$ cat src/rtl/dmem_arbiter.sv
// Two-requester arbiter and access sequencer for the synchronous data RAM.
// Grants one access at a time (CPU / host), drives registered RAM controls, returns read data.
module dmem_arbiter #(
   parameter int unsigned ADDR_W       = 8,
   parameter int unsigned DATA_W       = 16,
   parameter int unsigned CPU_PRIORITY = 0
) (
   input  logic              clk,
   input  logic              Reset,
   input  logic              cpu_req,
   input  logic              cpu_we,
   input  logic [ADDR_W-1:0] cpu_addr,
   input  logic [DATA_W-1:0] cpu_wdata,
   output logic              cpu_gnt,
   output logic              cpu_rvalid,
   output logic [DATA_W-1:0] cpu_rdata,
   input  logic              host_req,
   input  logic              host_we,
   input  logic [ADDR_W-1:0] host_addr,
   input  logic [DATA_W-1:0] host_wdata,
   output logic              host_gnt,
   output logic              host_rvalid,
   output logic [DATA_W-1:0] host_rdata,
   output logic [ADDR_W-1:0] mem_addr,
   output logic              mem_we,
   output logic [DATA_W-1:0] mem_wdata,
   input  logic [DATA_W-1:0] mem_rdata,
   output logic [1:0]        owner,
   output logic              busy
);

   typedef enum logic [1:0] {StIdle, StAccess, StRdata} state_e;

   localparam logic [1:0] OwnNone = 2'b00;
   localparam logic [1:0] OwnCpu  = 2'b01;
   localparam logic [1:0] OwnHost = 2'b10;

   state_e            state_q, state_d;
   logic              cpu_gnt_q, cpu_gnt_d;
   logic              host_gnt_q, host_gnt_d;
   logic              cpu_rvalid_q, cpu_rvalid_d;
   logic              host_rvalid_q, host_rvalid_d;
   logic [DATA_W-1:0] cpu_rdata_q, cpu_rdata_d;
   logic [DATA_W-1:0] host_rdata_q, host_rdata_d;
   logic [ADDR_W-1:0] mem_addr_q, mem_addr_d;
   logic              mem_we_q, mem_we_d;
   logic [DATA_W-1:0] mem_wdata_q, mem_wdata_d;
   logic [1:0]        owner_q, owner_d;
   logic              last_host_q, last_host_d;
   logic              pick_cpu;

   // On a tie the CPU wins under fixed priority, or when the host had the previous grant.
   assign pick_cpu = cpu_req && (!host_req || (CPU_PRIORITY != 0) || last_host_q);

   always_ff @(posedge clk or negedge Reset) begin
      if (!Reset) begin
         state_q       <= StIdle;
         cpu_gnt_q     <= 1'b0;
         host_gnt_q    <= 1'b0;
         cpu_rvalid_q  <= 1'b0;
         host_rvalid_q <= 1'b0;
         cpu_rdata_q   <= '0;
         host_rdata_q  <= '0;
         mem_addr_q    <= '0;
         mem_we_q      <= 1'b0;
         mem_wdata_q   <= '0;
         owner_q       <= OwnNone;
         last_host_q   <= 1'b1;
      end else begin
         state_q       <= state_d;
         cpu_gnt_q     <= cpu_gnt_d;
         host_gnt_q    <= host_gnt_d;
         cpu_rvalid_q  <= cpu_rvalid_d;
         host_rvalid_q <= host_rvalid_d;
         cpu_rdata_q   <= cpu_rdata_d;
         host_rdata_q  <= host_rdata_d;
         mem_addr_q    <= mem_addr_d;
         mem_we_q      <= mem_we_d;
         mem_wdata_q   <= mem_wdata_d;
         owner_q       <= owner_d;
         last_host_q   <= last_host_d;
      end
   end

   always_comb begin
      state_d       = state_q;
      cpu_gnt_d     = 1'b0;
      host_gnt_d    = 1'b0;
      cpu_rvalid_d  = 1'b0;
      host_rvalid_d = 1'b0;
      cpu_rdata_d   = cpu_rdata_q;
      host_rdata_d  = host_rdata_q;
      mem_addr_d    = mem_addr_q;
      mem_we_d      = 1'b0;
      mem_wdata_d   = mem_wdata_q;
      owner_d       = owner_q;
      last_host_d   = last_host_q;

      unique case (state_q)
         StIdle: begin
            if (cpu_req || host_req) begin
               state_d = StAccess;
               if (pick_cpu) begin
                  mem_addr_d  = cpu_addr;
                  mem_we_d    = cpu_we;
                  mem_wdata_d = cpu_wdata;
                  cpu_gnt_d   = 1'b1;
                  owner_d     = OwnCpu;
                  last_host_d = 1'b0;
               end else begin
                  mem_addr_d  = host_addr;
                  mem_we_d    = host_we;
                  mem_wdata_d = host_wdata;
                  host_gnt_d  = 1'b1;
                  owner_d     = OwnHost;
                  last_host_d = 1'b1;
               end
            end
         end
         StAccess: begin
            // RAM samples the address at the end of this cycle; writes finish here.
            if (mem_we_q) begin
               state_d = StIdle;
               owner_d = OwnNone;
            end else begin
               state_d = StRdata;
            end
         end
         StRdata: begin
            if (owner_q == OwnCpu) begin
               cpu_rvalid_d = 1'b1;
               cpu_rdata_d  = mem_rdata;
            end else begin
               host_rvalid_d = 1'b1;
               host_rdata_d  = mem_rdata;
            end
            state_d = StIdle;
            owner_d = OwnNone;
         end
         default: begin
            state_d = StIdle;
            owner_d = OwnNone;
         end
      endcase
   end

   assign cpu_gnt     = cpu_gnt_q;
   assign host_gnt    = host_gnt_q;
   assign cpu_rvalid  = cpu_rvalid_q;
   assign host_rvalid = host_rvalid_q;
   assign cpu_rdata   = cpu_rdata_q;
   assign host_rdata  = host_rdata_q;
   assign mem_addr    = mem_addr_q;
   assign mem_we      = mem_we_q;
   assign mem_wdata   = mem_wdata_q;
   assign owner       = owner_q;
   assign busy        = (state_q != StIdle);

endmodule

$ cat config.mk
export PLATFORM = sky130hd
export DESIGN_NAME = dmem_arbiter
export DESIGN_NICKNAME = d
export VERILOG_FILES = /design/src/rtl/dmem_arbiter.sv
export SDC_FILE = /design/constraint.sdc
export NUM_CORES = 1
export LEC_CHECK = 0
export ABC_AREA = 1
export BUFFER_PORTS_ARGS = -buffer_cell sky130_fd_sc_hd__buf_2
export CAP_MARGIN = 5
export CORE_ASPECT_RATIO = 0.9
export CORE_MARGIN = 4
export CORE_UTILIZATION = 47
export CTS_CLUSTER_DIAMETER = 100
export DETAILED_ROUTE_END_ITERATION = 8
export PLACE_DENSITY = 0.8
export RECOVER_POWER = 100
export REMOVE_ABC_BUFFERS = 1
export SYNTH_ARGS = -nofsm -noshare
export SYNTH_HDL_FRONTEND = slang
export SYNTH_SLANG_ARGS = --single-unit
export TNS_END_PERCENT = 5
$ cat constraint.sdc
create_clock -name clk -period 1.3 [get_ports clk]
set_input_delay 0.065 -clock clk [delete_from_list [all_inputs] [get_ports clk]]
set_output_delay 0.065 -clock clk [all_outputs]
set_load 0.01 [all_outputs]
# Word level (Yosys, flattened, before mapping)
# Index checks and enable logic that the tools add are counted.
# totals
register_bits	66
latch_bits	0
ram_bits	0
mem_bits_ro	0
out_inout_bits	64
wordCells	50
mem_count	0
# op_classes
n_addsub	0
mul	0
n_div	0
order_cmp	0
n_eq_ne	5
n_shift	0
mux	22
bitwise_logic	1
reduce_logical	10
# op_table
op	count
16-bit two-way mux	1
1-bit two-way mux	13
2-bit two-way mux	5
8-bit two-way mux	1
2-bit one-hot mux with 2 select lines	2
2-bit AND reduction	4
2-bit by 1-bit == test with 1-bit output (second input constant)	2
2-bit != test (second input constant)	2
2-bit == test (second input constant)	1
2-bit logical NOT	1
1-bit logical OR	2
2-bit nonzero test	1
1-bit logical AND	1
1-bit logical NOT	1
1-bit NOT	1

# Logic depth before layout (Yosys ltp)
# Gate-level depths: netlist of run 1.
# depth
ltp_word	6
mapped_depth	7
mapped_depth_nobuf	6

# Worst setup path before layout of run 1
# OpenSTA, ideal clock, no wires.
# synth_path
path_type	reg-to-reg
from	register last_host_q
to	register mem_wdata_q[10] (netlist: mem_wdata[10])
arrival_ns	1.065
path_slack_ns	0.117
path_stages_with_launch	7
period_less_slack_ns	1.183
cell_sequence	dfstp_2 -> inv_1 -> nand2_2 -> buf_2 -> nand3_1 -> nand3_1 -> nand2_1
# synth_between
elab_chain_len	3
# synth_lines
element	line_no	text
from (decl)	49	logic last_host_q, last_host_d;
from (signal assigned)	81	last_host_q <= last_host_d;
1-bit logical OR	53	assign pick_cpu = cpu_req && (!host_req || (CPU_PRIORITY != 0) || last_host_q);
1-bit logical AND	53	
16-bit two-way mux	103	if (pick_cpu) begin
to (signal assigned)	79	mem_wdata_q <= mem_wdata_d;
to (decl)	47	logic [DATA_W-1:0] mem_wdata_q, mem_wdata_d;
# Every way passes these cells.
# A chain may end at the register's enable or synchronous reset.

# Worst setup path after layout of run 1
# layout_path
from	register state_q[1]
to	register mem_addr_q[7] (netlist: mem_addr[7])
# layout_between
elab_chain_len	2
# layout_lines
element	line_no	text
from (decl)	38	state_e state_q, state_d;
from (signal assigned)	57	state_q <= StIdle;
from (signal assigned)	70	state_q <= state_d;
2-bit logical NOT	99	unique case (state_q)
2-bit AND reduction (no line)	-	
to (signal assigned)	77	mem_addr_q <= mem_addr_d;
to (decl)	45	logic [ADDR_W-1:0] mem_addr_q, mem_addr_d;
# Every way passes these cells.

==> results of run 1 <==
registers in the layout, summed over array words and instances, names as in the netlist:
name	flops
owner	2
mem_wdata	16
host_gnt	1
last_host_q	1
state_q	2
host_rdata	16
mem_addr	8
mem_we	1
cpu_gnt	1
cpu_rdata	16
cpu_rvalid	1
host_rvalid	1
cell families (layout without fill, tap and decap cells):
| kind of cell | after synthesis | count (layout) | synth area share |
|---|---|---|---|
| buffers and inverters | 92 | 248 | 0.134 |
| flip-flops | 66 | 66 | 0.554 |
| AND/OR/NAND/NOR | 172 | 172 | 0.250 |
| AO/OA/AOI/OAI | 36 | 36 | 0.0617 |
final timing paths:
path	from	end	slack (ps)	depth (start not counted)
setup reg to reg	state_q[1]	mem_addr[7]	50	6
hold / removal	host_wdata[11]	mem_wdata[11]	20	5
max in group asynchronous	Reset	mem_wdata[9]	240	3
min in group asynchronous	Reset	mem_addr[4]	490	3
setup / recovery	state_q[1]	mem_addr[7]	50	6
hold reg to reg	mem_wdata[15]	mem_wdata[15]	480	2
what timing repair did:
action | in CTS | in global routing
endpoints found under the hold margin | 91 | 0
hold buffers | 17 | 0
endpoints found under the setup margin | 0 | 7
layout by cell type (no fill, tap or decap):
cell type / n
sky130_fd_sc_hd__inv_1: 73
sky130_fd_sc_hd__nand2_1: 111
sky130_fd_sc_hd__o21ai_2: 1
sky130_fd_sc_hd__dlygate4sd3_1: 17
sky130_fd_sc_hd__clkbuf_1: 64
sky130_fd_sc_hd__buf_4: 4
sky130_fd_sc_hd__nor2_4: 2
sky130_fd_sc_hd__nand3b_1: 1
sky130_fd_sc_hd__inv_2: 1
sky130_fd_sc_hd__nor2_1: 4
sky130_fd_sc_hd__buf_12: 2
sky130_fd_sc_hd__nor2_2: 1
sky130_fd_sc_hd__o21ai_1: 1
sky130_fd_sc_hd__buf_2: 70
sky130_fd_sc_hd__dfstp_2: 1
sky130_fd_sc_hd__nand2_4: 1
sky130_fd_sc_hd__nand2_2: 3
sky130_fd_sc_hd__bufinv_16: 3
sky130_fd_sc_hd__clkinvlp_4: 2
sky130_fd_sc_hd__clkbuf_8: 9
sky130_fd_sc_hd__clkbuf_4: 2
sky130_fd_sc_hd__a21oi_1: 1
sky130_fd_sc_hd__dfrtp_1: 65
sky130_fd_sc_hd__o21ai_0: 33
sky130_fd_sc_hd__nand3_1: 49
sky130_fd_sc_hd__inv_6: 1
report_power, final:
part | leakage, nW | switching (W) | internal, W
Clock | 0.113 | 0.000801 | 0.00128
Combinational | 1.37 | 0.00229 | 0.00126
Sequential | 0.806 | 0.000584 | 0.00308
synth_stat cells:
library cell	count
sky130_fd_sc_hd__a21oi_1	1
sky130_fd_sc_hd__buf_2	7
sky130_fd_sc_hd__buf_4	3
sky130_fd_sc_hd__buf_6	3
sky130_fd_sc_hd__buf_8	1
sky130_fd_sc_hd__clkbuf_1	4
sky130_fd_sc_hd__dfrtp_1	65
sky130_fd_sc_hd__dfstp_2	1
sky130_fd_sc_hd__inv_1	72
sky130_fd_sc_hd__inv_2	2
sky130_fd_sc_hd__nand2_1	111
sky130_fd_sc_hd__nand2_2	3
sky130_fd_sc_hd__nand2_4	1
sky130_fd_sc_hd__nand3_1	49
sky130_fd_sc_hd__nand3b_1	1
sky130_fd_sc_hd__nor2_1	3
sky130_fd_sc_hd__nor2_2	2
sky130_fd_sc_hd__nor2_4	2
sky130_fd_sc_hd__o21ai_0	33
sky130_fd_sc_hd__o21ai_1	1
sky130_fd_sc_hd__o21ai_2	1
final cells by class:
cell class | count | area [sq um]
Sequential cell | 66 | 1650
Multi-Input combinational cell | 208 | 927
Clock buffer | 10 | 128
Timing Repair Buffer | 158 | 842
Clock inverter | 6 | 114
Tap cell | 87 | 109
Inverter | 74 | 278
Fill cell | 574 | 2100
per-stage QoR:
stage               cell area, sq um   util
finish                          4050  0.659
global route                    4050  0.659
CTS                             4160  0.676
detailed placement              3740  0.609
global placement                3740  0.609
floorplan                       2860      -
layer usage:
metal | share of wire | global-route usage | up-vias
met2 | 0.48 | 0.329 | 113
li1 | - | - | 1406
met1 | 0.43 | 0.273 | 1299
met3 | 0.071 | 0.0523 | 12
met4 | 0.016 | 0.0729 | 0
met5 | 0 | 0 | -
worst max-delay path, delay by kind of cell, from the launching register on:
kind / cells / cell delay (ps)
buf+inv: 2 / 370
flops: 1 / 390
simple gates: 4 / 420
==> results.env, run 1 <==
DETAILEDPLACE.WORSTSLACK_PS=73.4
ANTENNA-DIODE-COUNT=0
PLACED_INSTS=576
CTS_REPAIR_RESIZES=0
MAX_CLOCK_FREQ_MHz=803
TOTAL_NUMBER_OF_PLACEMENT_ROWS=27
CLOCK_TREE_FROM_TRITONCTS='done'
WORSTPATHCELLLIST='inv_1 -> nand2_2 -> nor2_4 -> buf_4 -> nand3_1 -> nand2_1'
FIRSTDRTPASSITERS=4
DESIGN_POWER_TOTAL_W=0.00930
DR_TOTAL_VIAS=2830
WORSTSETUPSTARTPOINTTYPE='flip-flop'
SYNTH_TOP_CELL_AREA_SHARE=0.546
GRT_OVERFLOW=0
CRITPATHMAXFANOUT=18
VIAS_IN_THE_FIRST_GLOBAL_ROUTE=2808
CRITICAL_PATH_CLASS='flip-flop to flip-flop'
POST-ROUTE-PERIOD-UTIL=0.958
FINALCLOCKSKEW_PS=7.17
DESIGN.PORTCOUNT=134
LAYOUT-AREA-OVERHEAD-VS-SYNTH_PCT=35.8
MAX_CAP_VIOL_COUNT=0
ROUTED_WIRELENGTH_MM=7.56
YS.WARNINGS.COUNT=0
FIN_TNS_SETUP_PS=0
CLOCKROOTBUFFER='sky130_fd_sc_hd__clkbuf_8'
MAX-SLEW-MARGIN-REL=0.416
REQUIRED_PS=1570
MAIN_AREA_CONTRIBUTORS_AFTER_SYNTHESIS='sky130_fd_sc_hd__dfrtp_1, sky130_fd_sc_hd__nand2_1, sky130_fd_sc_hd__inv_1, sky130_fd_sc_hd__nand3_1, sky130_fd_sc_hd__o21ai_0'
FINAL.MIN_CLOCK_PERIOD_PS=1250
WORST_SLEW_PIN_SLEW_PS=877
REPORT.FINAL.SLEW_VIOL_COUNT=0
CORE_REGION_AREA_SQ_UM=6150
PLACE.GP.CONGESTION=0.787
PLACE.PORT_BUFFERS=133
DRT-VIAS-PER-INSTANCE=4.65
FIRST_PASS_GRT_WIRE_LENGTH_MM=12.9
MAX_H_TREE_LEVEL=3
DIEWIDTH_UM=92.0
DP.FINAL_HPWL_MM=5.17
LAYOUTNONFILLERINSTCOUNT=609
WORST_SETUP_HOLD_PATH_CLK_SLEW_PS=70
DR.FIRST_ITER.DRC_COUNT=166
GRT_TOTAL_USAGE=0.206
HOLD_VIOLATIONS_FINAL=0
STARTING_DENSITY=0.485
POST-CTS-SETUP-BUFFER-COUNT=0
YOSYSSEQAREASHARE=0.554
GRT_ANTENNA_BEFORE_REPAIR=0
SETUP_VIOLATIONS=0
ANTENNA_LEFT=0
FRACTION_OF_FINAL_LAYOUT_CELLS_WITH_DRIVE_STRENGTH_GREATER_THAN_1=0.197
WORST-ENDPOINT-ARRIVAL_PS=1520
TIMING.HOLD.WS_PS=19.7
HOLD_CLASS='input port to flip-flop'
SYNTH_TOP_CELL_BY_AREA='sky130_fd_sc_hd__dfrtp_1'
CELLPOWERDENSITY_nW_PER_UM2=2300
POST_ROUTE_WORST_SETUP_SLACK_PS=54.6
ROUTED_WIRE_LENGTH_PER_INSTANCE_UM=12.4
MAXIMUM_NUMBER_OF_PINS_ON_ONE_NET_BEFORE_GLOBAL_ROUTE_REPAIR=67
FP.DIEAREA_SQ_UM=7680
SYNTHESIS_STAGE_REGISTER_BIT_COUNT=66
CLOCK_LATENCY_PS=340
P_LEAK_nW=2.29
GRT_SETUP_UNREPAIRED='yes'
SYN_INST=366
CLOCKBUFFERDEPTH=2
SYNTH_AREA_SQ_UM=2980
CTS_INSERTED_BUFFERS=9
CLOCK-SINKS=66
STATUS='finished clean'
FP.DIEH_UM=83.6
SYNTH.LIB_CELLS_USED.DISTINCT=21
POSTSYNTHAREAPERCELL_SQ_UM=8.15
IR_DROP_uV=1040
TIMING.CRITICAL_PATH.SLOWEST_CELL_DELAY_PS=390
DETAIL_ROUTE.DRC_VIOLATIONS=0
SLOWEST_CP_CELL='sky130_fd_sc_hd__dfrtp_1'
FINAL_NETS=587
CP-END-KIND='flip-flop'
No activity file was read; power rests on OpenSTA's default activity.
==> run 2, diff against run 1 <==
GPL_TIMING_DRIVEN = 0   (was default)
SETUP_SLACK_MARGIN = 0.1   (was default)
==> run 2 against run 1 <==
Net effect: the run now ends with setup timing left; maximum frequency fell by 7.6%; sequential power rose by 3%; core utilization rose by 2.5 points; register-to-register slack got worse by 100 ps; clock skew rose by 2.7 ps; clock power fell by 2%; count of clock-buffer cells in the layout rose by 1; cell area rose by 3.8%; setup slack got worse by 100 ps.
==> results.env, run 2 (synthesized netlist as in run 1, its figures left out) <==
STATUS='complete, but fails checks'
FAILED_CHECKS='setup timing'
ANTENNA-DIODE-COUNT=0
CLOCKROOTBUFFER='sky130_fd_sc_hd__clkbuf_8'
CLOCK-SINKS=66
STARTPOINT_OF_THE_MOST_CRITICAL_HOLD_PATH='host_wdata[5]'
CORE_REGION_AREA_SQ_UM=6150
GRT_ANTENNA_BEFORE_REPAIR=0
FRACTION_OF_FINAL_LAYOUT_CELLS_WITH_DRIVE_STRENGTH_GREATER_THAN_1=0.249
CLOCKBUFFERDEPTH=2
CP-END-KIND='flip-flop'
SETUP_VIOLATIONS=27
LAYOUT-AREA-OVERHEAD-VS-SYNTH_PCT=41.0
CRITICAL_PATH.REG2REG.STARTPOINT='state_q[1]'
MOST-COMMON-LAYOUT-CELLS='sky130_fd_sc_hd__nand2_1, sky130_fd_sc_hd__inv_1, sky130_fd_sc_hd__buf_2'
FIN_UTIL=0.684
FINAL.MIN_CLOCK_PERIOD_PS=1350
REQUIRED_PS=1500
FP.DIEAREA_SQ_UM=7680
STARTING_DENSITY=0.485
MAX_CAP_VIOL_COUNT=0
WORST_SLEW_PIN_SLEW_PS=868
FINAL_NETS=588
PLACE.GP.CONGESTION=0.748
MAX_H_TREE_LEVEL=3
IR_DROP_uV=1020
FINAL_CELL_AREA_SQ_UM=4210
DIEWIDTH_UM=92.0
DETAIL_ROUTE.DRC_VIOLATIONS=0
GRT_SETUP_UNREPAIRED='yes'
WORST-ENDPOINT-ARRIVAL_PS=1550
GRT_OVERFLOW=0
DRT-VIAS-PER-INSTANCE=4.68
HOLD_VIOLATIONS_FINAL=0
VIAS_IN_THE_FIRST_GLOBAL_ROUTE=2816
MAX-SLEW-MARGIN-REL=0.421
CELLPOWERDENSITY_nW_PER_UM2=2350
PLACE.PORT_BUFFERS=133
CTS_INSERTED_BUFFERS=9
TIMING.HOLD.WS_PS=28.3
FIRSTDRTPASSITERS=4
REPORT.FINAL.SLEW_VIOL_COUNT=0
CLOCK_TREE_FROM_TRITONCTS='done'
LAYOUT_COMMONEST_CELL='sky130_fd_sc_hd__nand2_1'
DR_TOTAL_VIAS=2852
DR.FIRST_ITER.DRC_COUNT=78
POST_ROUTE_WORST_SETUP_SLACK_PS=-48.1
FP.DIEH_UM=83.6
CRITICAL_PATH_CLASS='flip-flop to flip-flop'
CRIT_START='state_q[1]'
FINALCLOCKSKEW_PS=9.83
TIMING.REG2REG.SETUP_SLACK_PS=-50
CLOCK_LATENCY_PS=330
TOTAL_NUMBER_OF_PLACEMENT_ROWS=27
MAX_CLOCK_FREQ_MHz=742
ROUTED_WIRE_LENGTH_PER_INSTANCE_UM=13.3
CRITPATHMAXFANOUT=33
POST-ROUTE-PERIOD-UTIL=1.04
DP.FINAL_HPWL_MM=4.95
PLACED_INSTANCE_AREA_SQ_UM=3640
ROUTED_WIRELENGTH_MM=8.11
ANTENNA_LEFT=0
MAXIMUM_NUMBER_OF_PINS_ON_ONE_NET_BEFORE_GLOBAL_ROUTE_REPAIR=67
P_LEAK_nW=2.33
HOLD_CLASS='input port to flip-flop'
DESIGN.PORTCOUNT=134
WORSTSETUPSTARTPOINTTYPE='flip-flop'
WORST_SETUP_HOLD_PATH_CLK_SLEW_PS=70
FIRST_PASS_GRT_WIRE_LENGTH_MM=13.2
GRT_TOTAL_USAGE=0.214
run 2: per-stage QoR:
stage | instances | total power, W | setup slack, ps | setup TNS (ps)
global route | 610 | 0.0106 | -95.1 | -2810
detailed placement | 568 | 0.00731 | -626 | -26750
global placement | 568 | 0.00717 | -579 | -28660
floorplan | 348 | 0.00565 | -141 | -4330
finish | 610 | 0.00989 | -48.1 | -639
CTS | 610 | 0.00997 | -4.86 | -22.9
run 2: final timing paths:
check / to / depth (start not counted)
max: cpu_rdata[4] / 5
min: mem_wdata[5] / 5
min reg2reg: mem_addr[5] / 2
max in group asynchronous: state_q[0] / 2
max reg2reg: cpu_rdata[4] / 5
min in group asynchronous: cpu_rvalid / 2
run 2: worst max-delay path, cell delays in order, from the launching register on:
cell                      delay (ps)
sky130_fd_sc_hd__dfrtp_1         370
sky130_fd_sc_hd__inv_2            70
sky130_fd_sc_hd__nor2_4          220
sky130_fd_sc_hd__nand2_4         310
sky130_fd_sc_hd__nand2_4         170
sky130_fd_sc_hd__o21ai_2          60
run 2: repair_timing:
| action | 4_1_cts | 5_1_grt |
|---|---|---|
| setup endpoints to repair | 65 | 61 |
| gates cloned | 3 | 0 |
| setup buffers | 5 | 0 |
| pin swaps | 21 | 25 |
| endpoints found under the hold margin | 88 | 0 |
| resized for setup | 35 | 35 |
| hold buffers | 18 | 0 |
run 2: per-layer routing:
layer	part of all wire	global-route usage	vias up
met5	0	0	-
met4	0.012	0.0607	0
met3	0.068	0.0532	11
met2	0.49	0.352	111
met1	0.43	0.282	1316
li1	-	-	1414
run 2: cell type report:
cell class / instances / area (sq um)
clock buffer: 11 / 131
fill: 547 / 1940
timing repair buffer: 156 / 832
sequential: 66 / 1660
tap: 87 / 109
clock inverter: 5 / 103
multi-input combinational: 211 / 1090
inverter: 74 / 283
run 2: report_power, final:
group / internal [W] / switching (W) / total (W)
registers: 0.00309 / 0.000674 / 0.00376
clock network: 0.00127 / 0.000761 / 0.00203
logic: 0.00147 / 0.00262 / 0.00409
==> run 3, diff against run 2 <==
PLACE_DENSITY = 0.77   (was 0.8)
==> run 3 against run 2 <==
Net effect: the flow still finishes with violations (setup timing); global-route usage up 1.1 points; via count up 5.2%; clock power is 8% lower; die area is the same; non-clock buffer count grew 3; sequential share of layout area shrank 0.24 points; cell area rose by 0.39%.
==> results.env, run 3 (synthesized netlist as in run 1, its figures left out) <==
IR_DROP_uV=839
VIAS_IN_THE_FIRST_GLOBAL_ROUTE=2786
CRITICAL_PATH_CLASS='flip-flop to flip-flop'
CRITPATHMAXFANOUT=16
PLACED_INSTS=569
WORST_SETUP_HOLD_PATH_CLK_SLEW_PS=70
CRIT_START='owner[1]'
DIEWIDTH_UM=92.0
HOLD_CLASS='input port to flip-flop'
GRT_SETUP_UNREPAIRED='yes'
MOST-COMMON-LAYOUT-CELLS='sky130_fd_sc_hd__nand2_1, sky130_fd_sc_hd__inv_1, sky130_fd_sc_hd__buf_2'
DR.FIRST_ITER.DRC_COUNT=174
STATUS='complete, but fails checks'
SETUP_VIOLATIONS=1
FINAL.FILL_COUNT=537
MET1WIRELENGTH_MM=3.72
WORST_SLEW_PIN_SLEW_PS=667
FINAL.MIN_CLOCK_PERIOD_PS=1310
LAYOUT-AREA-OVERHEAD-VS-SYNTH_PCT=41.6
DR_TOTAL_VIAS=3001
DESIGN_POWER_TOTAL_W=0.0102
FIRST_PASS_GRT_WIRE_LENGTH_MM=13.7
CRITICAL_PATH.REG2REG.STARTPOINT='owner[1]'
POST-ROUTE-PERIOD-UTIL=1.01
FIRSTDRTPASSITERS=4
WORST-ENDPOINT-ARRIVAL_PS=1560
TOP_LAYER_USED='met4'
CLOCKROOTBUFFER='sky130_fd_sc_hd__clkbuf_8'
TOTAL_MET2_WIRELENGTH_AFTER_DETAILED_ROUTING_MM=4.51
CLOCK_TREE_FROM_TRITONCTS='done'
DETAIL_ROUTE.DRC_VIOLATIONS=0
ANTENNA_LEFT=0
GRT_ANTENNA_BEFORE_REPAIR=0
LAYOUT_COMMONEST_CELL='sky130_fd_sc_hd__nand2_1'
POST_ROUTE_WORST_SETUP_SLACK_PS=-15.0
CORE_REGION_AREA_SQ_UM=6150
FRACTION_OF_FINAL_LAYOUT_CELLS_WITH_DRIVE_STRENGTH_GREATER_THAN_1=0.244
REPORT.FINAL.SLEW_VIOL_COUNT=0
GRT_TOTAL_USAGE=0.225
WORSTSETUPSTARTPOINTTYPE='flip-flop'
ROUTED_WIRELENGTH_MM=9.08
STARTING_DENSITY=0.485
MAX-SLEW-MARGIN-REL=0.555
HOLD_VIOLATIONS_FINAL=0
MAX_H_TREE_LEVEL=3
PLACE.GP.CONGESTION=0.753
FAILED_CHECKS='setup timing'
GRT_OVERFLOW=0
P_LEAK_nW=2.35
DP.FINAL_HPWL_MM=5.21
DRT-VIAS-PER-INSTANCE=4.86
REQUIRED_PS=1550
TOTAL_NUMBER_OF_PLACEMENT_ROWS=27
CP-END-KIND='flip-flop'
STARTPOINT_OF_THE_MOST_CRITICAL_HOLD_PATH='mem_rdata[0]'
CLOCK_LATENCY_PS=330
MAXIMUM_NUMBER_OF_PINS_ON_ONE_NET_BEFORE_GLOBAL_ROUTE_REPAIR=41
MAX_CLOCK_FREQ_MHz=760
FP.DIEH_UM=83.6
FP.DIEAREA_SQ_UM=7680
MAX_CAP_VIOL_COUNT=0
FINALCLOCKSKEW_PS=8.88
DESIGN.PORTCOUNT=134
CLOCK-SINKS=66
FINAL_NETS=594
CTS_INSERTED_BUFFERS=9
ROUTED_WIRE_LENGTH_PER_INSTANCE_UM=14.7
CELLPOWERDENSITY_nW_PER_UM2=2410
DETAILROUTE.WIRELENGTH.MET3_UM=703
CLOCKBUFFERDEPTH=2
PLACE.PORT_BUFFERS=133
LAYOUTNONFILLERINSTCOUNT=617
-- run 3: cell types whose count changed in the layout (fill, tap and decap cells not counted), sizes merged --
cell	before	now
clkinv	1	0
nand2	116	119
clkbuf	73	80
diode	0	1
bufinv	3	1
buf	76	82
clkinvlp	1	2
dlygate4sd3	18	10
-- run 3: critical path, stage by stage, from the launching register on --
cell and delay, ps:
sky130_fd_sc_hd__dfrtp_1 510, sky130_fd_sc_hd__o21ai_4 470, sky130_fd_sc_hd__nand2_1 130, sky130_fd_sc_hd__o21ai_1 120
-- run 3: final cells by class --
| class | instances | area [sq um] | share of cell area |
|---|---|---|---|
| repair buffers | 159 | 860 | 0.204 |
| diodes | 1 | 2.50 | 0.000593 |
| clock inverters | 3 | 45.0 | 0.0107 |
| inverters | 74 | 285 | 0.0676 |
| multi-input cells | 214 | 1090 | 0.258 |
| flip-flops and latches | 66 | 1650 | 0.392 |
| clock buffers | 13 | 179 | 0.0424 |
| well taps | 87 | 109 | 0.0258 |
-- run 3: through the flow --
stage	worst slack [ps]	util	hold slack, ps	area, sq um	setup TNS, ps
final	-15.0	0.687	2.28	4220	-15.0
after global placement	-632	0.591	305	3630	-29600
after floorplan	-141	-	-231	2860	-4330
after detailed placement	-669	0.594	111	3650	-28450
after CTS	15.5	0.676	0.740	4150	0
after global routing	-80.6	0.686	6.99	4220	-1200
-- run 3: metal layers --
metal	up-vias	track usage
met5	-	0
met1	1404	0.292
met2	146	0.368
met4	0	0.0823
met3	16	0.0523
li1	1435	-
-- run 3: repair_timing --
action                     in CTS  in global routing
hold endpoints to repair       39                  1
hold buffers                    9                  1
setup buffers                   7                  8
setup endpoints to repair      65                 65
resized for setup              13                 45
gates cloned                    3                  3
pin swaps                       4                 18
-- run 3: final timing paths --
kind | end | slack (ps) | depth (start not counted)
worst max-delay path | host_rdata[9] | -10 | 3
worst min-delay path | host_rdata[0] | 2 | 3
worst max register to register | host_rdata[9] | -10 | 3
worst min register to register | mem_wdata[5] | 480 | 2
max in group asynchronous | mem_addr[1] | 210 | 3
min in group asynchronous | mem_addr[2] | 300 | 2
-- run 3: report_power, final --
| part | switching, W | total (W) | internal [W] |
|---|---|---|---|
| logic | 0.00292 | 0.00458 | 0.00166 |
| clock network | 0.000763 | 0.00186 | 0.00110 |
| registers | 0.000633 | 0.00371 | 0.00308 |
| total | 0.00432 | 0.0102 | 0.00584 |
